===== src/rtl/serial_adder_n_pkg.sv =====
// rtl/serial_adder_n_pkg.sv - shared FSM state encoding for the bit-serial adder
// Purpose: holds the 2-bit IDLE/RUN/DONE state encoding used by serial_adder_n.
// Ports: none (package).
package serial_adder_n_pkg;

  localparam int STATE_W = 2;

  typedef enum logic [STATE_W-1:0] {
    ST_IDLE = 2'd0,
    ST_RUN  = 2'd1,
    ST_DONE = 2'd2
  } state_e;

endpackage


===== src/rtl/serial_adder_n_if.sv =====
// rtl/serial_adder_n_if.sv - request/result bundle of the bit-serial adder
// Purpose: groups the start handshake, operands and registered results.
// Ports (master = requester, slave = adder):
//   start, sub, a, b, cin : master -> slave
//   busy, done, sum, cout, ovf : slave -> master
interface serial_adder_n_if #(
  parameter int WIDTH = 8
);

  logic             start;
  logic             sub;
  logic [WIDTH-1:0] a;
  logic [WIDTH-1:0] b;
  logic             cin;
  logic             busy;
  logic             done;
  logic [WIDTH-1:0] sum;
  logic             cout;
  logic             ovf;

  modport master (
    output start, sub, a, b, cin,
    input  busy, done, sum, cout, ovf
  );

  modport slave (
    input  start, sub, a, b, cin,
    output busy, done, sum, cout, ovf
  );

endinterface


===== src/rtl/serial_adder_n_full_adder_cell.sv =====
// rtl/serial_adder_n_full_adder_cell.sv - single-bit combinational full adder
// Purpose: the one adder cell the serial adder iterates over every bit.
// Ports:
//   a_i, b_i, cin_i : operand bits and carry in
//   s_o             : sum bit
//   co_o            : carry out (majority of the three inputs)
module full_adder_cell (
  input  logic a_i,
  input  logic b_i,
  input  logic cin_i,
  output logic s_o,
  output logic co_o
);

  assign s_o  = a_i ^ b_i ^ cin_i;
  assign co_o = (a_i & b_i) | (a_i & cin_i) | (b_i & cin_i);

endmodule


===== src/rtl/serial_adder_n.sv =====
// rtl/serial_adder_n.sv - bit-serial adder/subtractor, LSB first, one bit per clock
// Purpose: adds or subtracts two WIDTH-bit operands with a single full-adder
//   cell, WIDTH clocks per operation, with start/busy/done handshake, carry
//   out and signed overflow.
// Ports:
//   clk   : rising-edge clock
//   rst_n : synchronous reset, active-low
//   bus   : slave side of serial_adder_n_if (start/sub/a/b/cin in,
//           busy/done/sum/cout/ovf out)
module serial_adder_n
  import serial_adder_n_pkg::*;
#(
  parameter int WIDTH = 8
) (
  input  logic              clk,
  input  logic              rst_n,
  serial_adder_n_if.slave   bus
);

  localparam int                CNT_W = $clog2(WIDTH + 1);
  localparam logic [CNT_W-1:0]  LAST  = CNT_W'(WIDTH - 1);

  state_e             state_q, state_d;
  logic [CNT_W-1:0]   cnt_q, cnt_d;
  logic [WIDTH-1:0]   a_q, a_d;
  logic [WIDTH-1:0]   b_q, b_d;
  logic               carry_q, carry_d;
  logic [WIDTH-1:0]   res_q, res_d;
  logic [WIDTH-1:0]   sum_q, sum_d;
  logic               cout_q, cout_d;
  logic               ovf_q, ovf_d;
  logic               fa_s, fa_co;

  full_adder_cell u_fa (
    .a_i   (a_q[0]),
    .b_i   (b_q[0]),
    .cin_i (carry_q),
    .s_o   (fa_s),
    .co_o  (fa_co)
  );

  always_comb begin
    state_d = state_q;
    cnt_d   = cnt_q;
    a_d     = a_q;
    b_d     = b_q;
    carry_d = carry_q;
    res_d   = res_q;
    sum_d   = sum_q;
    cout_d  = cout_q;
    ovf_d   = ovf_q;

    case (state_q)
      ST_IDLE, ST_DONE: begin
        if (bus.start) begin
          // Subtract is a + ~b + 1: invert B once at load and seed carry with 1.
          a_d     = bus.a;
          b_d     = bus.sub ? ~bus.b : bus.b;
          carry_d = bus.sub ? 1'b1 : bus.cin;
          cnt_d   = '0;
          state_d = ST_RUN;
        end else begin
          state_d = ST_IDLE;
        end
      end
      ST_RUN: begin
        a_d              = a_q >> 1;
        b_d              = b_q >> 1;
        carry_d          = fa_co;
        res_d            = res_q >> 1;
        res_d[WIDTH-1]   = fa_s;
        cnt_d            = cnt_q + 1'b1;
        if (cnt_q == LAST) begin
          // On the MSB step carry_q is the carry into the MSB, so ovf needs
          // no extra storage.
          sum_d   = res_d;
          cout_d  = fa_co;
          ovf_d   = carry_q ^ fa_co;
          state_d = ST_DONE;
        end
      end
      default: state_d = ST_IDLE;
    endcase
  end

  always_ff @(posedge clk) begin
    if (!rst_n) begin
      state_q <= ST_IDLE;
      cnt_q   <= '0;
      a_q     <= '0;
      b_q     <= '0;
      carry_q <= 1'b0;
      res_q   <= '0;
      sum_q   <= '0;
      cout_q  <= 1'b0;
      ovf_q   <= 1'b0;
    end else begin
      state_q <= state_d;
      cnt_q   <= cnt_d;
      a_q     <= a_d;
      b_q     <= b_d;
      carry_q <= carry_d;
      res_q   <= res_d;
      sum_q   <= sum_d;
      cout_q  <= cout_d;
      ovf_q   <= ovf_d;
    end
  end

  assign bus.busy = (state_q == ST_RUN);
  assign bus.done = (state_q == ST_DONE);
  assign bus.sum  = sum_q;
  assign bus.cout = cout_q;
  assign bus.ovf  = ovf_q;

endmodule


===== src/flat_wrapper.sv =====
// flat-port wrapper written by rule: the top's interface ports become plain ports
module serial_adder_n_flat import serial_adder_n_pkg::*;
#(
  parameter int WIDTH = 8
)
  (clk, rst_n, bus_start, bus_sub, bus_a, bus_b, bus_cin, bus_busy, bus_done, bus_sum, bus_cout, bus_ovf);
  serial_adder_n_if #(.WIDTH(WIDTH)) bus_i ();
  input  logic clk;
  input  logic rst_n;
  input wire logic [$bits(bus_i.start)-1:0] bus_start;
  input wire logic [$bits(bus_i.sub)-1:0] bus_sub;
  input wire logic [$bits(bus_i.a)-1:0] bus_a;
  input wire logic [$bits(bus_i.b)-1:0] bus_b;
  input wire logic [$bits(bus_i.cin)-1:0] bus_cin;
  output wire logic [$bits(bus_i.busy)-1:0] bus_busy;
  output wire logic [$bits(bus_i.done)-1:0] bus_done;
  output wire logic [$bits(bus_i.sum)-1:0] bus_sum;
  output wire logic [$bits(bus_i.cout)-1:0] bus_cout;
  output wire logic [$bits(bus_i.ovf)-1:0] bus_ovf;
  assign bus_i.start = bus_start;
  assign bus_i.sub = bus_sub;
  assign bus_i.a = bus_a;
  assign bus_i.b = bus_b;
  assign bus_i.cin = bus_cin;
  assign bus_busy = bus_i.busy;
  assign bus_done = bus_i.done;
  assign bus_sum = bus_i.sum;
  assign bus_cout = bus_i.cout;
  assign bus_ovf = bus_i.ovf;
  serial_adder_n #(.WIDTH(WIDTH)) u_core (.clk(clk), .rst_n(rst_n), .bus(bus_i));
endmodule

===== config.mk =====
export PLATFORM = sky130hd
export DESIGN_NAME = serial_adder_n_flat
export DESIGN_NICKNAME = d
export VERILOG_FILES = /design/src/rtl/serial_adder_n_pkg.sv /design/src/rtl/serial_adder_n_if.sv /design/src/rtl/serial_adder_n_full_adder_cell.sv /design/src/rtl/serial_adder_n.sv /design/src/flat_wrapper.sv
export SDC_FILE = /design/constraint.sdc
export NUM_CORES = 1
export LEC_CHECK = 0
export ABC_CLOCK_PERIOD_IN_PS = 1200
export BUFFER_PORTS_ARGS = -buffer_cell sky130_fd_sc_hd__clkbuf_2
export CAP_MARGIN = 30
export CORE_ASPECT_RATIO = 0.75
export CORE_MARGIN = 5
export CORE_UTILIZATION = 45
export CTS_CLUSTER_DIAMETER = 30
export DETAILED_ROUTE_END_ITERATION = 8
export PLACE_DENSITY = 0.7
export SYNTH_ARGS = -nofsm -noshare
export SYNTH_HDL_FRONTEND = slang
export SYNTH_SLANG_ARGS = --single-unit

===== constraint.sdc =====
create_clock -name clk -period 1.2 [get_ports clk]
set_input_delay 0.12 -clock clk [delete_from_list [all_inputs] [get_ports clk]]
set_output_delay 0.12 -clock clk [all_outputs]
set_load 0.005 [all_outputs]

==> flow_summary.json <==
{
  "status": "finished, final reports clean",
  "avgSynthCellArea_um2": 8.656,
  "chipHeight_um": 63.18,
  "path_clk_slew_ns": 0.08,
  "syn_inst": 196,
  "fillers": 334,
  "crit_chain": "fa_2, xnor2_1, a311oi_1",
  "rsz0062_at_grt": "true",
  "irDropWorstVdd_uv": 994.4,
  "setup_viol": 0,
  "synth_top_area_frac": 0.4720,
  "ctsHoldBuffers": 0,
  "grt_first_pass_wirelength_um": 6617,
  "p_per_area_nw_per_um2": 1270,
  "crit_slowest_cell": "fa_2",
  "crit_required_ns": 1.42,
  "r2r_cells": 3,
  "ys_top_cells_by_area": "dfxtp_1 47%, a21oi_1 11%, nand3_1 8.6%",
  "dp_hpwl_um": 2680,
  "drive_gt1_frac": 0.4211,
  "antenna_left": 0,
  "synth_top_area_cell": "dfxtp_1",
  "synth_common_cells": "40 x dfxtp_1, 37 x a21oi_1, 29 x nand3_1",
  "tns_ns": 0,
  "yosysMostFrequentCell": "dfxtp_1",
  "syn2layout_area_growth_pct": 39.23,
  "nets": 269,
  "fin_skew_ns": 0.01143,
  "synthArstFlopShare": 0,
  "drc": 0,
  "drv_cap": 0,
  "cp-end-kind": "flip-flop",
  "hold_slack_ns": 0.04500,
  "dpl.cell_count": 285,
  "place_ws_ns": -0.007438,
  "fmax_mhz": 836.7,
  "finalHoldViolCount": 0,
  "pin_count": 33,
  "rrSetupSlack_ns": 0.005,
  "yosys_warnings": 0,
  "r2r-end": "u_core.bus.ovf$_SDFFE_PN0P_",
  "synth_ff_type": "dfxtp_1",
  "ys_types": 28,
  "multi_input_area_um2": 905.9,
  "hold_class": "in -> reg",
  "worstMarginPinSlew_ns": 0.3185,
  "min_to": "u_core.a_q[7]$_SDFFE_PN0P_",
  "final_cells": 299,
  "rows": 19,
  "power_leakage_nw": 0.9107,
  "gr-total-overflow": 0,
  "period_share": 0.9959,
  "cts_tree": "yes",
  "synth_edf_count": 0,
  "drt-wirelength-per-cell_um": 13.64,
  "clockBufferDepth": 2,
  "crit_arrival_ns": 1.42,
  "power_w": 0.003000,
  "path_max_fanout": 2,
  "grt_max_degree": 23,
  "layout_setup_ws_ns": 0.004863,
  "period_minus_slack_ns": 1.195,
  "r2r-start": "u_core.carry_q$_SDFFE_PN0P_",
  "seq_area_frac_synth": 0.4720,
  "root_buffer": "clkbuf_8",
  "cts_made_buffers": 5,
  "max_stage_delay_ns": 0.40,
  "via_per_inst": 5.151,
  "antenna_found_initial": 0,
  "clock_sinks": 40,
  "fp.dieArea_um2": 5111,
  "start_kind": "flip-flop",
  "core_area_um2": 3661,
  "regArea_um2": 808.3,
  "syn-num-nets": 219,
  "htree_levels": 2,
  "die_w_um": 80.90,
  "vias": 1540,
  "drt_pass1_iterations": 4,
  "drv_slew": 0,
  "grt_pass1_vias": 1428,
  "routabilityCongestion": 0.7509,
  "min_path_cells": 3,
  "slew_headroom": 0.7874,
  "min_from": "bus_a[7]",
  "diodes": 0,
  "start_util": 0.4634,
  "first_iter_violations": 88,
  "synth_area_um2": 1697,
  "path_class": "reg -> reg",
  "track_usage": 0.1671,
  "drt-total-wl_um": 4077,
  "synth-seq-cells": 40,
  "clkLatencyLatePin_ns": 0.30,
  "port_buffers": 32
}
critical path, delay by kind of cell, from the launching register on:
kind                     cells  cell delay, ns
XOR/XNOR                     1            0.15
adder cells (fa/ha/maj)      1            0.40
flip-flops                   1            0.33
AO/OA/AOI/OAI                1            0.24
cells by family (layout without fill, tap and decap cells):
family / Yosys count / in the layout / synth area share
compound gates: 64 / 64 / 0.2168
simple gates: 58 / 58 / 0.1659
flops: 40 / 40 / 0.4720
buf+inv: 21 / 72 / 0.06489
xor+xnor: 9 / 9 / 0.04646
fa+ha+maj: 2 / 2 / 0.01917
mux: 2 / 2 / 0.01475
how the worst max path moves through the flow:
stage / startpoint / end / slack, ns
global placement: u_core.a_q[0]$_SDFFE_PN0P_ / u_core.bus.ovf$_SDFFE_PN0P_ / 0.02
CTS: u_core.state_q[1]$_SDFFE_PN0P_ / u_core.a_q[1]$_SDFFE_PN0P_ / 0.0003
global route: u_core.carry_q$_SDFFE_PN0P_ / u_core.bus.ovf$_SDFFE_PN0P_ / -0.09
finish: u_core.carry_q$_SDFFE_PN0P_ / u_core.bus.ovf$_SDFFE_PN0P_ / 0.005
floorplan: u_core.cnt_q[0]$_SDFFE_PN0P_ / u_core.bus.ovf$_SDFFE_PN0P_ / 0.03
detailed placement: u_core.a_q[0]$_SDFFE_PN0P_ / u_core.bus.ovf$_SDFFE_PN0P_ / -0.007
cells in the final DEF, fill, tap and decap left out, types with 2 or more instances in the layout:
cell      count
dfxtp_1      34
a21oi_1      32
clkbuf_2     31
nand3_1      28
buf_4        23
nand2_1      18
a22oi_2      13
xor2_1        8
o21ai_1       7
dfxtp_2       6
a21oi_2       5
clkbuf_8      5
nand2b_1      3
buf_6         3
buf_12        3
nor2b_1       2
o21ai_2       2
power breakdown:
part	switching (W)	total [W]	internal (W)
Clock	0.000483	0.00110	0.000615
Combinational	0.000242	0.000477	0.000235
Sequential	0.0000412	0.00142	0.00138
routing by layer:
layer	track usage	share of wire
met1	0.2219	0.47
met2	0.2398	0.45
met3	0.07265	0.068
met4	0.05696	0.015
met5	0	0
repair_timing:
action / in CTS / in global routing
endpoints found under the setup margin: 3 / 34
gates resized for setup: 6 / 41
pin swaps: 1 / 18
setup buffers: 2 / 3
gates cloned: 1 / 1
sequential cells by signal, summed over array words and instances, names as in the netlist:
register,count
u_core.carry_q,1
u_core.b_q,8
u_core.res_q,7
u_core.bus.sum,8
u_core.bus.ovf,1
u_core.cnt_q,4
u_core.bus.cout,1
u_core.a_q,8
u_core.state_q,2
layout make-up:
type / instances / share of cell area
clock buffer: 5 / 0.02913
clock inverter: 3 / 0.01801
inverter: 2 / 0.004237
multi-input combinational: 135 / 0.3835
sequential: 40 / 0.3422
tap: 52 / 0.02754
timing repair buffer: 62 / 0.1954
per-stage QoR:
step / utilization / cell area, um2
floorplan: - / 1699
global placement: 0.5537 / 2027
detailed placement: 0.5537 / 2027
CTS: 0.6012 / 2201
global route: 0.6452 / 2362
finish: 0.6452 / 2362
(Power assumes the default switching activity.)
